## src/rtl/game_pkg.sv

```systemverilog
// ---------------------------------------------------------------------------
// game_pkg
// Shared definitions for the game frame sequencer and datapath debug logic.
//   state_e                  : encoded sequencer states (0..8, in frame order)
//   STATE_W                  : width of the encoded state
//   NUM_STATES               : number of states / one-hot strobes
//   TIMEOUT_CYCLES_DEFAULT   : default draw-state watchdog limit (cycles)
//   is_draw_state()          : true for the three draw states
// ---------------------------------------------------------------------------
package game_pkg;

  localparam int STATE_W    = 4;
  localparam int NUM_STATES = 9;

  localparam logic [19:0] TIMEOUT_CYCLES_DEFAULT = 20'd262143;

  typedef enum logic [STATE_W-1:0] {
    S_INIT          = 4'd0,
    S_DRAW_MAP      = 4'd1,
    S_DRAW_LINK     = 4'd2,
    S_DRAW_ENEMIES  = 4'd3,
    S_IDLE          = 4'd4,
    S_GEN_MOVE      = 4'd5,
    S_CHECK_COLLIDE = 4'd6,
    S_APPLY_LINK    = 4'd7,
    S_MOVE_ENEMIES  = 4'd8
  } state_e;

  function automatic logic is_draw_state(input state_e s);
    return (s == S_DRAW_MAP) || (s == S_DRAW_LINK) || (s == S_DRAW_ENEMIES);
  endfunction

endpackage

```

## src/rtl/draw_watchdog.sv

```systemverilog
// ---------------------------------------------------------------------------
// draw_watchdog
// Counts cycles spent in the current draw state and flags expiry once the
// state has been occupied for LIMIT cycles (expired is high during the
// LIMIT-th cycle, so the sequencer leaves on that cycle's edge).
// Only instantiated when DRAW_WATCHDOG_EN is defined.
// Ports:
//   clock    in  system clock
//   reset    in  synchronous active-high reset, clears the count
//   clear    in  restart the count (asserted the cycle before a state entry)
//   enable   in  count this cycle (current state is a draw state)
//   expired  out limit reached in this cycle
// ---------------------------------------------------------------------------
module draw_watchdog #(
  parameter logic [19:0] LIMIT = 20'd262143
) (
  input  logic clock,
  input  logic reset,
  input  logic clear,
  input  logic enable,
  output logic expired
);

  logic [19:0] count_q, count_d;

  // count_q holds the number of cycles already completed in the state, so
  // the LIMIT-th cycle sees LIMIT-1.
  assign expired = enable && (count_q == (LIMIT - 20'd1));

  always_comb begin
    count_d = count_q;
    if (clear) begin
      count_d = '0;
    end else if (enable && !expired) begin
      count_d = count_q + 20'd1;
    end
  end

  always_ff @(posedge clock) begin
    if (reset) begin
      count_q <= '0;
    end else begin
      count_q <= count_d;
    end
  end

endmodule

```

## src/rtl/frame_sequencer.sv

```systemverilog
// ---------------------------------------------------------------------------
// frame_sequencer
// Moore FSM that sequences one game frame: draw map, draw link, draw
// enemies, wait for the frame tick, then the four single-cycle game-logic
// steps, and back to drawing. Every strobe is a register loaded from the
// next-state decode, so exactly one strobe is high and it matches state_dbg.
//
// Optional feature: define DRAW_WATCHDOG_EN to add a per-draw-state
// watchdog (draw_watchdog) that forces the FSM onward after TIMEOUT_CYCLES
// and raises a sticky timeout_err. Without it the draw states wait forever
// and timeout_err is tied low.
//
// Ports:
//   clock, reset                      clock and synchronous active-high reset
//   pause                             hold in IDLE while high
//   idle_done                         frame tick (level)
//   draw_map_done / draw_link_done /
//   draw_enemies_done                 draw completion flags (level)
//   init .. draw_enemies              registered one-hot state strobes
//   frame_count                       completed frames, wraps at 16 bits
//   state_dbg                         encoded current state (game_pkg::state_e)
//   timeout_err                       sticky watchdog error
// ---------------------------------------------------------------------------
module frame_sequencer
  import game_pkg::*;
#(
  parameter logic [19:0] TIMEOUT_CYCLES = TIMEOUT_CYCLES_DEFAULT
) (
  input  logic         clock,
  input  logic         reset,
  input  logic         pause,
  input  logic         idle_done,
  input  logic         draw_map_done,
  input  logic         draw_link_done,
  input  logic         draw_enemies_done,
  output logic         init,
  output logic         idle,
  output logic         gen_move,
  output logic         check_collide,
  output logic         apply_act_link,
  output logic         move_enemies,
  output logic         draw_map,
  output logic         draw_link,
  output logic         draw_enemies,
  output logic [15:0]  frame_count,
  output logic [STATE_W-1:0] state_dbg,
  output logic         timeout_err
);

  state_e                state_q, state_d;
  logic                  armed_q, armed_d;
  logic [15:0]           frame_count_q, frame_count_d;
  logic [NUM_STATES-1:0] strobe_q, strobe_d;
  logic                  wd_expired;

  // ---------------------------------------------------------------------
  // Optional draw-state watchdog
  // ---------------------------------------------------------------------
`ifdef DRAW_WATCHDOG_EN
  logic timeout_err_q;

  draw_watchdog #(
    .LIMIT (TIMEOUT_CYCLES)
  ) u_draw_watchdog (
    .clock   (clock),
    .reset   (reset),
    .clear   (state_d != state_q),
    .enable  (is_draw_state(state_q)),
    .expired (wd_expired)
  );

  always_ff @(posedge clock) begin
    if (reset) begin
      timeout_err_q <= 1'b0;
    end else if (wd_expired) begin
      timeout_err_q <= 1'b1;
    end
  end

  assign timeout_err = timeout_err_q;
`else
  logic unused_timeout_cycles;
  assign unused_timeout_cycles = ^TIMEOUT_CYCLES;
  assign wd_expired            = 1'b0;
  assign timeout_err           = 1'b0;
`endif

  // ---------------------------------------------------------------------
  // Next-state logic
  // ---------------------------------------------------------------------
  always_comb begin
    state_d       = state_q;
    frame_count_d = frame_count_q;
    unique case (state_q)
      S_INIT:         state_d = S_DRAW_MAP;
      // armed_q is low on the first cycle of a draw state, so a done
      // left high from the previous frame cannot be taken as fresh.
      S_DRAW_MAP:     if ((armed_q && draw_map_done) || wd_expired)
                        state_d = S_DRAW_LINK;
      S_DRAW_LINK:    if ((armed_q && draw_link_done) || wd_expired)
                        state_d = S_DRAW_ENEMIES;
      S_DRAW_ENEMIES: if ((armed_q && draw_enemies_done) || wd_expired) begin
                        state_d       = S_IDLE;
                        frame_count_d = frame_count_q + 16'd1;
                      end
      // A tick seen while paused is dropped, not queued.
      S_IDLE:         if (idle_done && !pause) state_d = S_GEN_MOVE;
      S_GEN_MOVE:      state_d = S_CHECK_COLLIDE;
      S_CHECK_COLLIDE: state_d = S_APPLY_LINK;
      S_APPLY_LINK:    state_d = S_MOVE_ENEMIES;
      S_MOVE_ENEMIES:  state_d = S_DRAW_MAP;
      default:         state_d = S_INIT;
    endcase

    // Disarmed on every entry, armed after one cycle of residency.
    armed_d  = (state_d == state_q);
    strobe_d = NUM_STATES'(1) << state_d;
  end

  // ---------------------------------------------------------------------
  // State registers
  // ---------------------------------------------------------------------
  always_ff @(posedge clock) begin
    if (reset) begin
      state_q       <= S_INIT;
      armed_q       <= 1'b0;
      frame_count_q <= '0;
      strobe_q      <= NUM_STATES'(1);
    end else begin
      state_q       <= state_d;
      armed_q       <= armed_d;
      frame_count_q <= frame_count_d;
      strobe_q      <= strobe_d;
    end
  end

  assign {move_enemies, apply_act_link, check_collide, gen_move,
          idle, draw_enemies, draw_link, draw_map, init} = strobe_q;

  assign frame_count = frame_count_q;
  assign state_dbg   = state_q;

endmodule

```

## config.mk

```make
export PLATFORM = sky130hd
export DESIGN_NAME = frame_sequencer
export DESIGN_NICKNAME = d
export VERILOG_FILES = /design/src/rtl/game_pkg.sv /design/src/rtl/draw_watchdog.sv /design/src/rtl/frame_sequencer.sv
export SDC_FILE = /design/constraint.sdc
export NUM_CORES = 1
export LEC_CHECK = 0
export ABC_CLOCK_PERIOD_IN_PS = 2200
export CORE_ASPECT_RATIO = 1.2
export CORE_MARGIN = 4
export CORE_UTILIZATION = 40
export DETAILED_ROUTE_END_ITERATION = 10
export GPL_TIMING_DRIVEN = 0
export PLACE_DENSITY_LB_ADDON = 0.12
export SYNTH_ARGS = -nofsm -noshare
export SYNTH_HDL_FRONTEND = slang
export SYNTH_SLANG_ARGS = --single-unit
```

## constraint.sdc

```tcl
create_clock -name clock -period 2.2 [get_ports clock]
set_input_delay 0.33 -clock clock [delete_from_list [all_inputs] [get_ports clock]]
set_output_delay 0.33 -clock clock [all_outputs]
set_load 0.02 [all_outputs]
```

==> metrics.md <==
| Metric | Value |
|---|---|
| Maxcap violations | `0` |
| # resized after CTS | `0` |
| Met1 usage | `0.194` |
| Antenna violations before repair | `0` |
| Core Area | `0.00334 mm²` |
| Worst slew pin tran | `0.534 ns` |
| Routability-driven placement congestion ratio | `0.773` |
| Commonest non-fill, non-tap cell in the layout | `clkdlybuf4s50_1` |
| Pin count of the biggest net entering global routing | `11` |
| Commonest non-fill, non-tap cells in the layout | `clkdlybuf4s50_1 (34), dfxtp_1 (30), nor2_1 (16), a21oi_1 (9), nand3_1 (8)` |
| Min Tclk post-route | `1.80 ns` |
| H-tree depth | `2` |
| Clk Latency, worst-skew pair | `0.28 ns` |
| Buffers on Ports | `34` |
| Cts bufs inserted | `5` |
| Power per standard cell area | `596 mW/mm²` |
| Synth Register Bits | `30` |
| Detailed Routing Iterations Pass 1 | `4` |
| WL/cell | `14.0 µm` |
| CTS tree | `built` |
| Fmax | `0.554 GHz` |
| First-pass GRT wire length | `5460 µm` |
| Vias in the first global route | `1219` |
| Cells after Synth | `147` |
| Max_slew headroom | `0.644` |
| Busiest grt layer | `met2` |
| Final setup fails | `0` |
| Routed WL | `3170 µm` |
| RSZ-0062 raised after global routing | `no` |
| Data arrival, critical path | `2.00 ns` |
| Total Nets Final | `196` |
| # DRC | `0` |
| Cell Area, Synth | `0.00138 mm²` |
| Fillers | `306` |
| Tcrit/Tclk final | `0.820` |
| # Post-CTS Setup Buffers | `0` |
| Max Slew Vio Count | `0` |
| Detailed Place HPWL | `2400 µm` |
| Synth unique cells | `43` |
| Met2 usage | `0.260` |
| Residual overflow from global routing | `0` |
| Site Rows | `23` |
| Die area | `0.00446 mm²` |
| WS Path Type | `primary input to flop` |
| Ant diodes | `0` |
| Peak supply drop | `487 µV` |
| Final setup TNS | `0 ns` |
| CTS Root Buffer Type | `clkbuf_8` |
| CTS clock-pin slew for the worst setup and hold paths | `0.06 ns` |
| I/O pin count | `37` |
| Max Clock Skew | `0.00525 ns` |
| Static Leakage | `0.682 nW` |
| Cts hold-fix bufs | `0` |
| Pwr Total | `0.00111 W` |
| Die Y | `72.4 µm` |
| Starting density of the core | `0.414` |
| Routed Antenna Nets | `0` |
| Avg Synthesized Cell Area | `9.40 µm²` |
| Clk buf depth | `2` |
| Post-synth net total | `155` |
| Tot GR Track Use | `0.163` |
| Hold crit path type | `flop to flop` |
| Sequential area share after synthesis | `0.435` |
| Die X | `61.6 µm` |
| CTS Sinks | `30` |
| Crit Path Max Fanout | `6` |
| Layout cell share with drive strength beyond 1 | `0.106` |
| Routing usage on met3 | `0.0694` |
| Final Hold Fails | `0` |
| CP Data Required Time | `2.40 ns` |
| YS warnings | `0` |
| Iter 0 DRT Violations | `50` |
| Critical path launch point type | `primary input` |
| Setup crit end kind | `flop` |
| Status | `finished clean` |
| Synthesis-to-layout area growth | `34.6%` |
| Vias per cell | `5.32` |
| Vias | `1203` |
-- stage by stage --
step | util | worst slack (ns) | area [µm²] | instances | hold WS (ns)
finish | 0.557 | 0.396 | 1860 | 226 | 0.479
global route | 0.557 | 0.242 | 1860 | 226 | 0.524
CTS | 0.557 | 0.388 | 1860 | 226 | 0.487
detailed placement | 0.530 | 0.113 | 1770 | 218 | 0.479
global placement | 0.530 | 0.136 | 1770 | 218 | 0.458
floorplan | - | 0.489 | 1380 | 147 | 0.551
-- logic make-up (layout without fill, tap and decap cells) --
| group | Yosys count | count (layout) | share of synthesized area |
|---|---|---|---|
| multiplexers | 4 | 4 | 0.0317 |
| buffers and inverters | 12 | 54 | 0.0489 |
| adder cells (fa/ha/maj) | 1 | 1 | 0.00906 |
| flip-flops | 30 | 30 | 0.435 |
| AO/OA/AOI/OAI | 27 | 27 | 0.137 |
| AND/OR/NAND/NOR | 64 | 64 | 0.285 |
| XOR/XNOR | 8 | 8 | 0.0507 |
| other | 1 | 1 | 0.00271 |
-- cells in the mapped netlist (all sizes together) --
cell type	count	area, µm²
dfxtp	30	601
xor2	4	35.0
nand2b	2	12.5
or4	4	30.0
a211oi	3	22.5
mux2i	1	10.0
conb	1	3.75
o21ai	3	15.0
or3b	1	8.76
nand3	8	40.0
and4bb	1	12.5
nor3	4	20.0
nand2	8	37.5
mux2	3	33.8
buf	5	41.3
o2bb2ai	1	8.76
nand4bb	1	16.3
xnor2	4	35.0
a21oi	11	62.6
nor2	16	60.1
a31o	2	17.5
a21o	1	7.51
clkinv	1	3.75
o31ai	4	30.0
a221o	1	10.0
a311oi	1	15.0
nor3b	2	15.0
nor4b	1	15.0
nand4	4	25.0
ha	1	12.5
and3	3	18.8
nor2b	4	25.0
and4b	1	10.0
and4	3	26.3
nor4	1	21.3
clkbuf	2	7.51
inv	4	15.0
-- layout make-up --
type	count	area (µm²)	share of cell area
clock inverters	1	5.00	0.00269
inverters	5	18.8	0.0101
clock buffers	7	86.3	0.0464
repair buffers	34	340	0.183
multi-input cells	105	713	0.384
well taps	37	46.3	0.0249
flip-flops and latches	30	601	0.323
plain buffers	7	48.8	0.0262
-- state kept, by name, summed over array words and instances, names as in the netlist --
name	flops
frame_count	16
strobe_q	9
state_dbg	4
armed_q	1
-- metal layers --
metal | up-vias | wire length (µm) | share of wire
li1 | 609 | - | -
met1 | 562 | 1380 | 0.44
met2 | 26 | 1560 | 0.49
met3 | 6 | 183 | 0.058
met4 | 0 | 42 | 0.013
met5 | - | 0 | 0
-- report_power, final --
group | internal [W] | switching, W
clock network | 0.000252 | 0.000195
logic | 0.0000450 | 0.0000548
registers | 0.000553 | 0.00000748
total | 0.000850 | 0.000257
-- critical path: stages --
cell	delay (ns)
clkdlybuf4s50_1	0.49
a211oi_1	0.30
o2bb2ai_1	0.24
or3b_1	0.43
a211oi_1	0.21
-- path summary, 6_finish.rpt --
path                                         from         endpoint  slack, ns  cells after the start
worst min register to register    frame_count[15]  frame_count[15]       0.48                      2
worst max register to register       state_dbg[3]  frame_count[14]       0.43                      4
worst min-delay path              frame_count[15]  frame_count[15]       0.48                      2
worst max-delay path            draw_enemies_done      strobe_q[2]       0.40                      5
Note: power is estimated with default switching activity, not from simulation.
